$ cat src/rtl/quad_decoder_pkg.sv
// rtl/quad_decoder_pkg.sv - shared types and constants for the quadrature decoder
package quad_decoder_pkg;

  typedef enum logic {
    WARMUP = 1'b0,
    TRACK  = 1'b1
  } state_e;

  // Gray phases in "up" order, packed as {a, b}
  localparam logic [1:0] PH0 = 2'b00;
  localparam logic [1:0] PH1 = 2'b01;
  localparam logic [1:0] PH2 = 2'b11;
  localparam logic [1:0] PH3 = 2'b10;

  localparam int SYNC_STAGES = 2;
  localparam int WARMUP_BASE = 3;

  // Position of a Gray phase in the up sequence; differences mod 4 give direction
  function automatic logic [1:0] phase_index(input logic [1:0] ph);
    case (ph)
      PH0:     return 2'd0;
      PH1:     return 2'd1;
      PH2:     return 2'd2;
      default: return 2'd3;
    endcase
  endfunction

endpackage

$ cat src/rtl/quad_decoder_if.sv
// rtl/quad_decoder_if.sv - encoder pins, control and step/position outputs
interface quad_decoder_if #(
  parameter int WIDTH = 4
);
  logic             enable;
  logic             a_in;
  logic             b_in;
  logic             load;
  logic [WIDTH-1:0] jump;
  logic             step;
  logic             up_down;
  logic             err;
  logic [WIDTH-1:0] q;

  modport master (
    output enable, a_in, b_in, load, jump,
    input  step, up_down, err, q
  );

  modport slave (
    input  enable, a_in, b_in, load, jump,
    output step, up_down, err, q
  );
endinterface

$ cat src/rtl/quad_filter.sv
// rtl/quad_filter.sv - per-channel deglitcher, level moves after FILTER_LEN stable cycles
module quad_filter #(
  parameter int FILTER_LEN = 3
) (
  input  logic clk,
  input  logic reset,
  input  logic din,
  output logic dout
);

  logic [3:0] cnt_q, cnt_d;
  logic       level_q, level_d;

  // Count consecutive cycles where the input disagrees with the held level
  always_comb begin
    cnt_d   = 4'd0;
    level_d = level_q;
    if (din != level_q) begin
      if (cnt_q == 4'(FILTER_LEN - 1)) begin
        level_d = din;
      end else begin
        cnt_d = cnt_q + 4'd1;
      end
    end
  end

  // Filter state register
  always_ff @(posedge clk) begin
    if (!reset) begin
      cnt_q   <= 4'd0;
      level_q <= 1'b0;
    end else begin
      cnt_q   <= cnt_d;
      level_q <= level_d;
    end
  end

  assign dout = level_q;

endmodule

$ cat src/rtl/quad_decoder.sv
// rtl/quad_decoder.sv - quadrature decoder top; QUAD_DECODER_FILTER_EN adds input deglitch filters
module quad_decoder
  import quad_decoder_pkg::*;
#(
  parameter int WIDTH      = 4,
  parameter int FILTER_LEN = 3
) (
  input logic           clk,
  input logic           reset,
  quad_decoder_if.slave bus
);

`ifdef QUAD_DECODER_FILTER_EN
  localparam bit FILTER_EN = 1'b1;
`else
  localparam bit FILTER_EN = 1'b0;
`endif

  // Warmup covers the synchronizer fill, any filter delay and one prev capture
  localparam int WARMUP_CYCLES = WARMUP_BASE + (FILTER_EN ? FILTER_LEN : 0);

  logic [SYNC_STAGES-1:0][1:0] sync_q, sync_d;
  logic [1:0]       s;
  logic [1:0]       f;
  logic [1:0]       prev_q, prev_d;
  state_e           state_q, state_d;
  logic [4:0]       wcnt_q, wcnt_d;
  logic             step_q, step_d;
  logic             up_down_q, up_down_d;
  logic             err_q, err_d;
  logic [WIDTH-1:0] q_q, q_d;
  logic [1:0]       delta;

  // Shift the raw {a, b} pins through the synchronizer chain
  always_comb begin
    sync_d = {sync_q[SYNC_STAGES-2:0], {bus.a_in, bus.b_in}};
  end

  assign s = sync_q[SYNC_STAGES-1];

`ifdef QUAD_DECODER_FILTER_EN
  quad_filter #(.FILTER_LEN(FILTER_LEN)) u_filter_a (
    .clk  (clk),
    .reset(reset),
    .din  (s[1]),
    .dout (f[1])
  );

  quad_filter #(.FILTER_LEN(FILTER_LEN)) u_filter_b (
    .clk  (clk),
    .reset(reset),
    .din  (s[0]),
    .dout (f[0])
  );
`else
  assign f = s;
`endif

  // Phase distance mod 4: 1 = up, 3 = down, 2 = both channels flipped
  assign delta = phase_index(f) - phase_index(prev_q);

  // Warmup/track sequencing, transition decode and position update
  always_comb begin
    state_d   = state_q;
    wcnt_d    = wcnt_q;
    prev_d    = f;
    step_d    = 1'b0;
    err_d     = 1'b0;
    up_down_d = up_down_q;
    q_d       = q_q;

    case (state_q)
      WARMUP: begin
        if (wcnt_q == 5'(WARMUP_CYCLES - 1)) begin
          state_d = TRACK;
        end else begin
          wcnt_d = wcnt_q + 5'd1;
        end
      end
      TRACK: begin
        if (bus.enable) begin
          case (delta)
            2'd1: begin
              step_d    = 1'b1;
              up_down_d = 1'b1;
            end
            2'd3: begin
              step_d    = 1'b1;
              up_down_d = 1'b0;
            end
            2'd2:    err_d = 1'b1;
            default: ;
          endcase
        end
      end
      default: state_d = WARMUP;
    endcase

    if (bus.load) begin
      q_d = bus.jump;
    end else if (step_d) begin
      q_d = up_down_d ? q_q + WIDTH'(1) : q_q - WIDTH'(1);
    end
  end

  // State and output registers
  always_ff @(posedge clk) begin
    if (!reset) begin
      sync_q    <= '0;
      prev_q    <= 2'b00;
      state_q   <= WARMUP;
      wcnt_q    <= 5'd0;
      step_q    <= 1'b0;
      up_down_q <= 1'b0;
      err_q     <= 1'b0;
      q_q       <= '0;
    end else begin
      sync_q    <= sync_d;
      prev_q    <= prev_d;
      state_q   <= state_d;
      wcnt_q    <= wcnt_d;
      step_q    <= step_d;
      up_down_q <= up_down_d;
      err_q     <= err_d;
      q_q       <= q_d;
    end
  end

  assign bus.step    = step_q;
  assign bus.up_down = up_down_q;
  assign bus.err     = err_q;
  assign bus.q       = q_q;

endmodule

$ cat src/flat_wrapper.sv
// flat-port wrapper written by rule: the top's interface ports become plain ports
module quad_decoder_flat import quad_decoder_pkg::*;
#(
  parameter int WIDTH      = 4,
  parameter int FILTER_LEN = 3
)
  (clk, reset, bus_enable, bus_a_in, bus_b_in, bus_load, bus_jump, bus_step, bus_up_down, bus_err, bus_q);
  quad_decoder_if #(.WIDTH(WIDTH)) bus_i ();
  input logic clk;
  input logic reset;
  input wire logic [$bits(bus_i.enable)-1:0] bus_enable;
  input wire logic [$bits(bus_i.a_in)-1:0] bus_a_in;
  input wire logic [$bits(bus_i.b_in)-1:0] bus_b_in;
  input wire logic [$bits(bus_i.load)-1:0] bus_load;
  input wire logic [$bits(bus_i.jump)-1:0] bus_jump;
  output wire logic [$bits(bus_i.step)-1:0] bus_step;
  output wire logic [$bits(bus_i.up_down)-1:0] bus_up_down;
  output wire logic [$bits(bus_i.err)-1:0] bus_err;
  output wire logic [$bits(bus_i.q)-1:0] bus_q;
  assign bus_i.enable = bus_enable;
  assign bus_i.a_in = bus_a_in;
  assign bus_i.b_in = bus_b_in;
  assign bus_i.load = bus_load;
  assign bus_i.jump = bus_jump;
  assign bus_step = bus_i.step;
  assign bus_up_down = bus_i.up_down;
  assign bus_err = bus_i.err;
  assign bus_q = bus_i.q;
  quad_decoder #(.WIDTH(WIDTH), .FILTER_LEN(FILTER_LEN)) u_core (.clk(clk), .reset(reset), .bus(bus_i));
endmodule
$ cat config.mk
export PLATFORM = sky130hd
export DESIGN_NAME = quad_decoder_flat
export DESIGN_NICKNAME = d
export VERILOG_FILES = /design/src/rtl/quad_decoder_pkg.sv /design/src/rtl/quad_decoder_if.sv /design/src/rtl/quad_filter.sv /design/src/rtl/quad_decoder.sv /design/src/flat_wrapper.sv
export SDC_FILE = /design/constraint.sdc
export NUM_CORES = 1
export LEC_CHECK = 0
export CELL_PAD_IN_SITES_DETAIL_PLACEMENT = 1
export CELL_PAD_IN_SITES_GLOBAL_PLACEMENT = 1
export CORE_MARGIN = 2
export CORE_UTILIZATION = 40
export CTS_BUF_LIST = sky130_fd_sc_hd__clkbuf_8
export CTS_CLUSTER_SIZE = 16
export DETAILED_ROUTE_END_ITERATION = 16
export PLACE_DENSITY = 0.88
export SLEW_MARGIN = 20
export SYNTH_ARGS = -nofsm -noshare
export SYNTH_HDL_FRONTEND = slang
export SYNTH_SLANG_ARGS = --single-unit
$ cat constraint.sdc
create_clock -name clk -period 3.25 [get_ports clk]
set_clock_uncertainty 0.2 [all_clocks]
set_input_delay 0.65 -clock clk [delete_from_list [all_inputs] [get_ports clk]]
set_output_delay 0.65 -clock clk [all_outputs]
set_load 0.01 [all_outputs]
### Word-level counts from Yosys, hierarchy flattened

Cells that the tools add are included.

* equality and inequality tests: 8
* bitwise gates (word level): 2
* multiplexer cells: 14
* reductions and logical operators: 6
* add/sub/neg operators: 4

Operator list (number)
* 4-bit two-way mux: 3
* 2-bit case mux with 3 select lines: 2
* 2-bit == test, second input constant: 4
* 1-bit two-way mux: 8
* 2-bit by 1-bit == test with 1-bit output, second input constant: 3
* 5-bit by 1-bit adder with 5-bit output, second input constant: 1
* 5-bit by 2-bit == test with 1-bit output, second input constant: 1
* 4-bit by 1-bit adder with 4-bit output, second input constant: 1
* 2-bit zero test: 2
* 4-bit by 1-bit subtractor with 4-bit output, second input constant: 1
* 3-bit AND reduction: 1
* 1-bit inverter: 2
* 1-bit case mux with 2 select lines: 1
* 2-bit AND reduction: 1
* 2-bit nonzero test: 1
* 2-bit OR reduction: 1
* 2-bit subtractor: 1

* output and inout bits: 7
* flip-flop bits (word level): 19
* word-level logic and storage cells: 43

### Longest topological paths before layout

* word-level depth: 10
* mapped depth: 14
* mapped depth without buffers: 13

### Worst setup path after synthesis

No wires, ideal clock.

* path kind: flip-flop to flip-flop
* start: register u_core.sync_q (netlist bit u_core.f[0])
* end: register u_core.q_q[2] (netlist: u_core.bus.q[2])
* arrival time: 2.295 ns
* slack: 0.636 ns
* buffers on the path: 1
* clock period less this slack: 2.614 ns
* data required time: 2.931 ns
* setup time: 0.119 ns
* cell stages (with the launch flop): 14
* cells stage by stage: dfxtp_1 > inv_1 > ha_1 > ha_1 > and3b_1 > buf_4 > nor2b_2 > a21oi_4 > xor2_1 > ha_1 > and2_2 > o21ai_1 > xor2_1 > a21oi_1

* cells in the longest elaborated chain, start to end: 10

RTL lines
* start, declared: RTL line quad_decoder.sv:22 `logic [SYNC_STAGES-1:0][1:0] sync_q, sync_d;`
* start signal, assigned: RTL line quad_decoder.sv:118 `sync_q <= sync_d;`
* 2-bit == test, or another cell as far along: RTL line quad_decoder_pkg.sv:20 `case (ph)`
* 2-bit case mux with 3 select lines (*): RTL line quad_decoder_pkg.sv:20
* 2-bit subtractor (*): RTL line quad_decoder.sv:60 `assign delta = phase_index(f) - phase_index(prev_q);`
* 2-bit == test or 2-bit by 1-bit == test with 1-bit output (tied branches): RTL line quad_decoder.sv:82 `case (delta)`
* 1-bit case mux with 2 select lines: RTL line quad_decoder.sv:82
* 1-bit two-way mux: RTL line quad_decoder.sv:81 `if (bus.enable) begin`
* 1-bit two-way mux: RTL line quad_decoder.sv:72 `case (state_q)`
* 4-bit two-way mux: RTL line quad_decoder.sv:102 `q_d = up_down_d ? q_q + WIDTH'(1) : q_q - WIDTH'(1);`
* 4-bit two-way mux: RTL line quad_decoder.sv:101 `end else if (step_d) begin`
* 4-bit two-way mux: RTL line quad_decoder.sv:99 `if (bus.load) begin`
* end signal, assigned: RTL line quad_decoder.sv:125 `q_q <= q_d;`
* end, declared: RTL line quad_decoder.sv:31 `logic [WIDTH-1:0] q_q, q_d;`

Mark *: on every way between the ends. The rest lies on a longest branch, timed or not. The select of a mux whose other input is x is not followed.
A chain may end at the register's enable or synchronous reset.

### Worst setup path in the final report

Ends and elaborated chain as after synthesis.

==> impl_metrics.tcl <==
set metrics [dict create \
    power_frac_clock_pct 28.1 \
    power_per_cell_area_mw_per_mm2 509 \
    synth_warnings 0 \
    switching_power_uw 163 \
    power.ir.vdd_worst_v 0.000364 \
    final-hold-violation-count 0 \
    place_congestion 0.726 \
    area_growth_pct 24.7 \
    leakagePower_uw 0.000481 \
    setup_viol 0 \
    num-fill-cells 264 \
    power_switching_share_pct 28.6 \
    crit_family "adder cells" \
    boundaryPins 17 \
    port_buffers 16 \
    tightestPinTransition_ps 415 \
    nets 130 \
    top_usage_layer "met2" \
    drv.max_cap_violation_count 0 \
    worst-setup-path-type "reg -> reg" \
    cts.repair.resized 0 \
    number_of_sinks_driven_by_the_clock_tree 19 \
    track_usage_pct 16.1 \
    outcome "finished, final reports clean" \
    setup_tns_ps 0 \
    source_to_sink_clock_delay_at_the_later_pin_of_the_worst_skew_pair_ps 250 \
    synth_largest_type_area_fraction_pct 42.2 \
    critical_path.n_buffers_inverters 1 \
    asyncSetResetFlopFracSynth_pct 0 \
    first_pass_iters 3 \
    cts-root-to-sink-buffers 2 \
    synth_sequential_area_ratio_pct 42.2 \
    fmaxAchievable_ghz 0.336 \
    netlist.top_cell.by_area "dfxtp_1" \
    grt_first_pass_wirelength_um 3130 \
    worstSetupEndpointType "flip-flop" \
    grt_max_degree 12 \
    cts-root-buf "clkbuf_8" \
    synth.top_cells.by_count "dfxtp_1, nor2_1, ha_1, inv_1, and2_1" \
    post_synth_instance_area_um2 902 \
    initial_core_utilization_pct 41.6 \
    hold_buffers 0 \
    critical_path_cell_list "inv_1 > ha_1 > ha_1 > and3b_1 > nor2b_2 > a21oi_4 > xor2_1 > ha_1 > nor3_1 > o21ai_1 > xor2_1 > a21oi_1" \
    seqPwrFrac_pct 49.5 \
    yosys_register_bits 19 \
    number_of_global_route_vias_before_repair 701 \
    wl_per_cell_um 12.6 \
    hold_path.class "reg -> reg" \
    dp_hpwl_um 1390 \
    gr-usage-met2_pct 27.8 \
    detailroute.via_count 663 \
    drtAntennaViolNets 0 \
    initialDrtViolationCount 1 \
    post_drt_via_cell_ratio 4.77 \
    max_slew_headroom_pct 72.3 \
    max_slew_violation_total_from_the_final_report 0 \
    fin_total_pwr_uw 572 \
    post-synth-top-count-cell "dfxtp_1" \
    grt.met3_usage_pct 3.45 \
    postSynth.topFlopCell "dfxtp_1" \
    start_kind "flip-flop" \
    wl_um 1760 \
    netlist_instances 94 \
    floorplan.die_area_mm2 0.00265 \
    floorplan.die.width_um 51.5 \
    post-route-drc-count 0 \
    overflow 0 \
    timing.critical_path.slowest_cell_delay_ps 480 \
    timing.final.crit_period_ps 2970 \
    tritoncts "built" \
    grtUsageMet1_pct 19.3 \
    crit_fanout 8 \
    synth.area.top_cells "dfxtp_1, ha_1, nor2_1, xor2_1, and2_1" \
    critPathMostFrequentCell "ha_1" \
    core_box_area_mm2 0.00217 \
    syn_avg_cell_area_um2 9.60 \
    floorplan.die.height_um 51.5 \
    worst_ep_required_time_ps 3240 \
    netlist-cell-type-count 29 \
    power.share.combinational_pct 22.4 \
    cts.repair_timing.setup_buffer_count 0 \
    mappedNetlistNets 112 \
    rows 17 \
    cts_htree_levels 1 \
    critical-path-slowest-cell "and3b_1" \
    critical_path_arrival_ps 2960 \
    antenna_violations_before_repair 0 \
    insertedDiodeCount 0 \
    count_of_flip_flops_with_a_built_in_enable_after_synthesis 0 \
    clk_pin_slew_ps 70 \
    period_utilisation_layout_pct 91.5 \
    post_route_cells_drive_above_1_share_pct 9.01 \
    unrepaired_setup_endpoints_after_global_routing "false" \
    p_int_uw 409 \
    tritoncts.num_buffers 3 \
]
[stage by stage]
step / std cells / util (%) / area (µm²) / worst slack (ps) / hold slack (ps)
6_report: 139 / 51.8 / 1120 / 275 / 238
5_1_grt: 139 / 51.8 / 1120 / 58.7 / 263
4_1_cts: 139 / 51.8 / 1120 / 247 / 244
3_5_place_dp: 135 / 49.7 / 1080 / 211 / 226
3_3_place_gp: 135 / 49.7 / 1080 / 336 / 214
2_1_floorplan: 94 / - / 902 / 636 / 212
[sequential cells by signal (all words and copies together), names as in the netlist]
signal	flops
u_core.bus.err	1
u_core.bus.q	4
u_core.bus.step	1
u_core.bus.up_down	1
u_core.f	2
u_core.prev_q	2
u_core.state_q	1
u_core.sync_d	2
u_core.wcnt_q	5
[cell type report]
cell class / instances / area, µm² / share of cell area, %
clock inverter: 1 / 5.00 / 0.445
timing repair buffer: 16 / 160 / 14.2
sequential: 19 / 380 / 33.8
tap: 28 / 35.0 / 3.11
multi-input combinational: 65 / 477 / 42.4
clock buffer: 3 / 41.3 / 3.67
inverter: 7 / 26.3 / 2.34
[power groups by stage]
stage               clock network [µW]  logic, µW  registers, µW
finish                             161        128            283
global route                       181        146            287
CTS                                167        131            284
detailed placement                   0        129            289
global placement                     0        123            285
floorplan                            0       91.1            283
[per-layer routing]
metal	share of wire [%]	up-vias	routed length (µm)
li1	-	339	-
met1	45	314	794
met2	52	6	908
met3	1.9	4	34
met4	1.1	0	20
met5	0	-	0
[final timing paths]
kind / startpoint / endpoint / slack [ps] / cells after the start
setup reg to reg: u_core.f[0] / u_core.bus.q[2] / 280 / 12
hold reg to reg: u_core.sync_d[3] / u_core.f[1] / 240 / 1
hold / removal: u_core.sync_d[3] / u_core.f[1] / 240 / 1
setup / recovery: u_core.f[0] / u_core.bus.q[2] / 280 / 12
[placed cells by master (no fill, tap or decap), types with 2 or more instances in the layout]
cell	count
clkdlybuf4s50_1	16
and2_1	6
nand3_1	2
dfxtp_1	19
a21oi_1	4
xnor2_1	4
nor2_1	16
xor2_1	5
ha_1	8
clkbuf_8	3
a211oi_1	2
nand2_1	2
inv_1	7
[cell families (layout without fill, tap and decap cells)]
| logic type | count (synthesis) | after routing | share of synthesized area, % |
|---|---|---|---|
| buffers and inverters | 10 | 27 | 4.99 |
| AOI/OAI and AO/OA | 11 | 11 | 9.29 |
| muxes | 1 | 1 | 1.11 |
| DFF | 19 | 19 | 42.2 |
| xor gates and xnor gates | 10 | 10 | 11.4 |
| adders and majority gates | 8 | 8 | 11.1 |
| and+or+nand+nor | 35 | 35 | 20.0 |
Note: power is estimated with default switching activity, not from simulation.
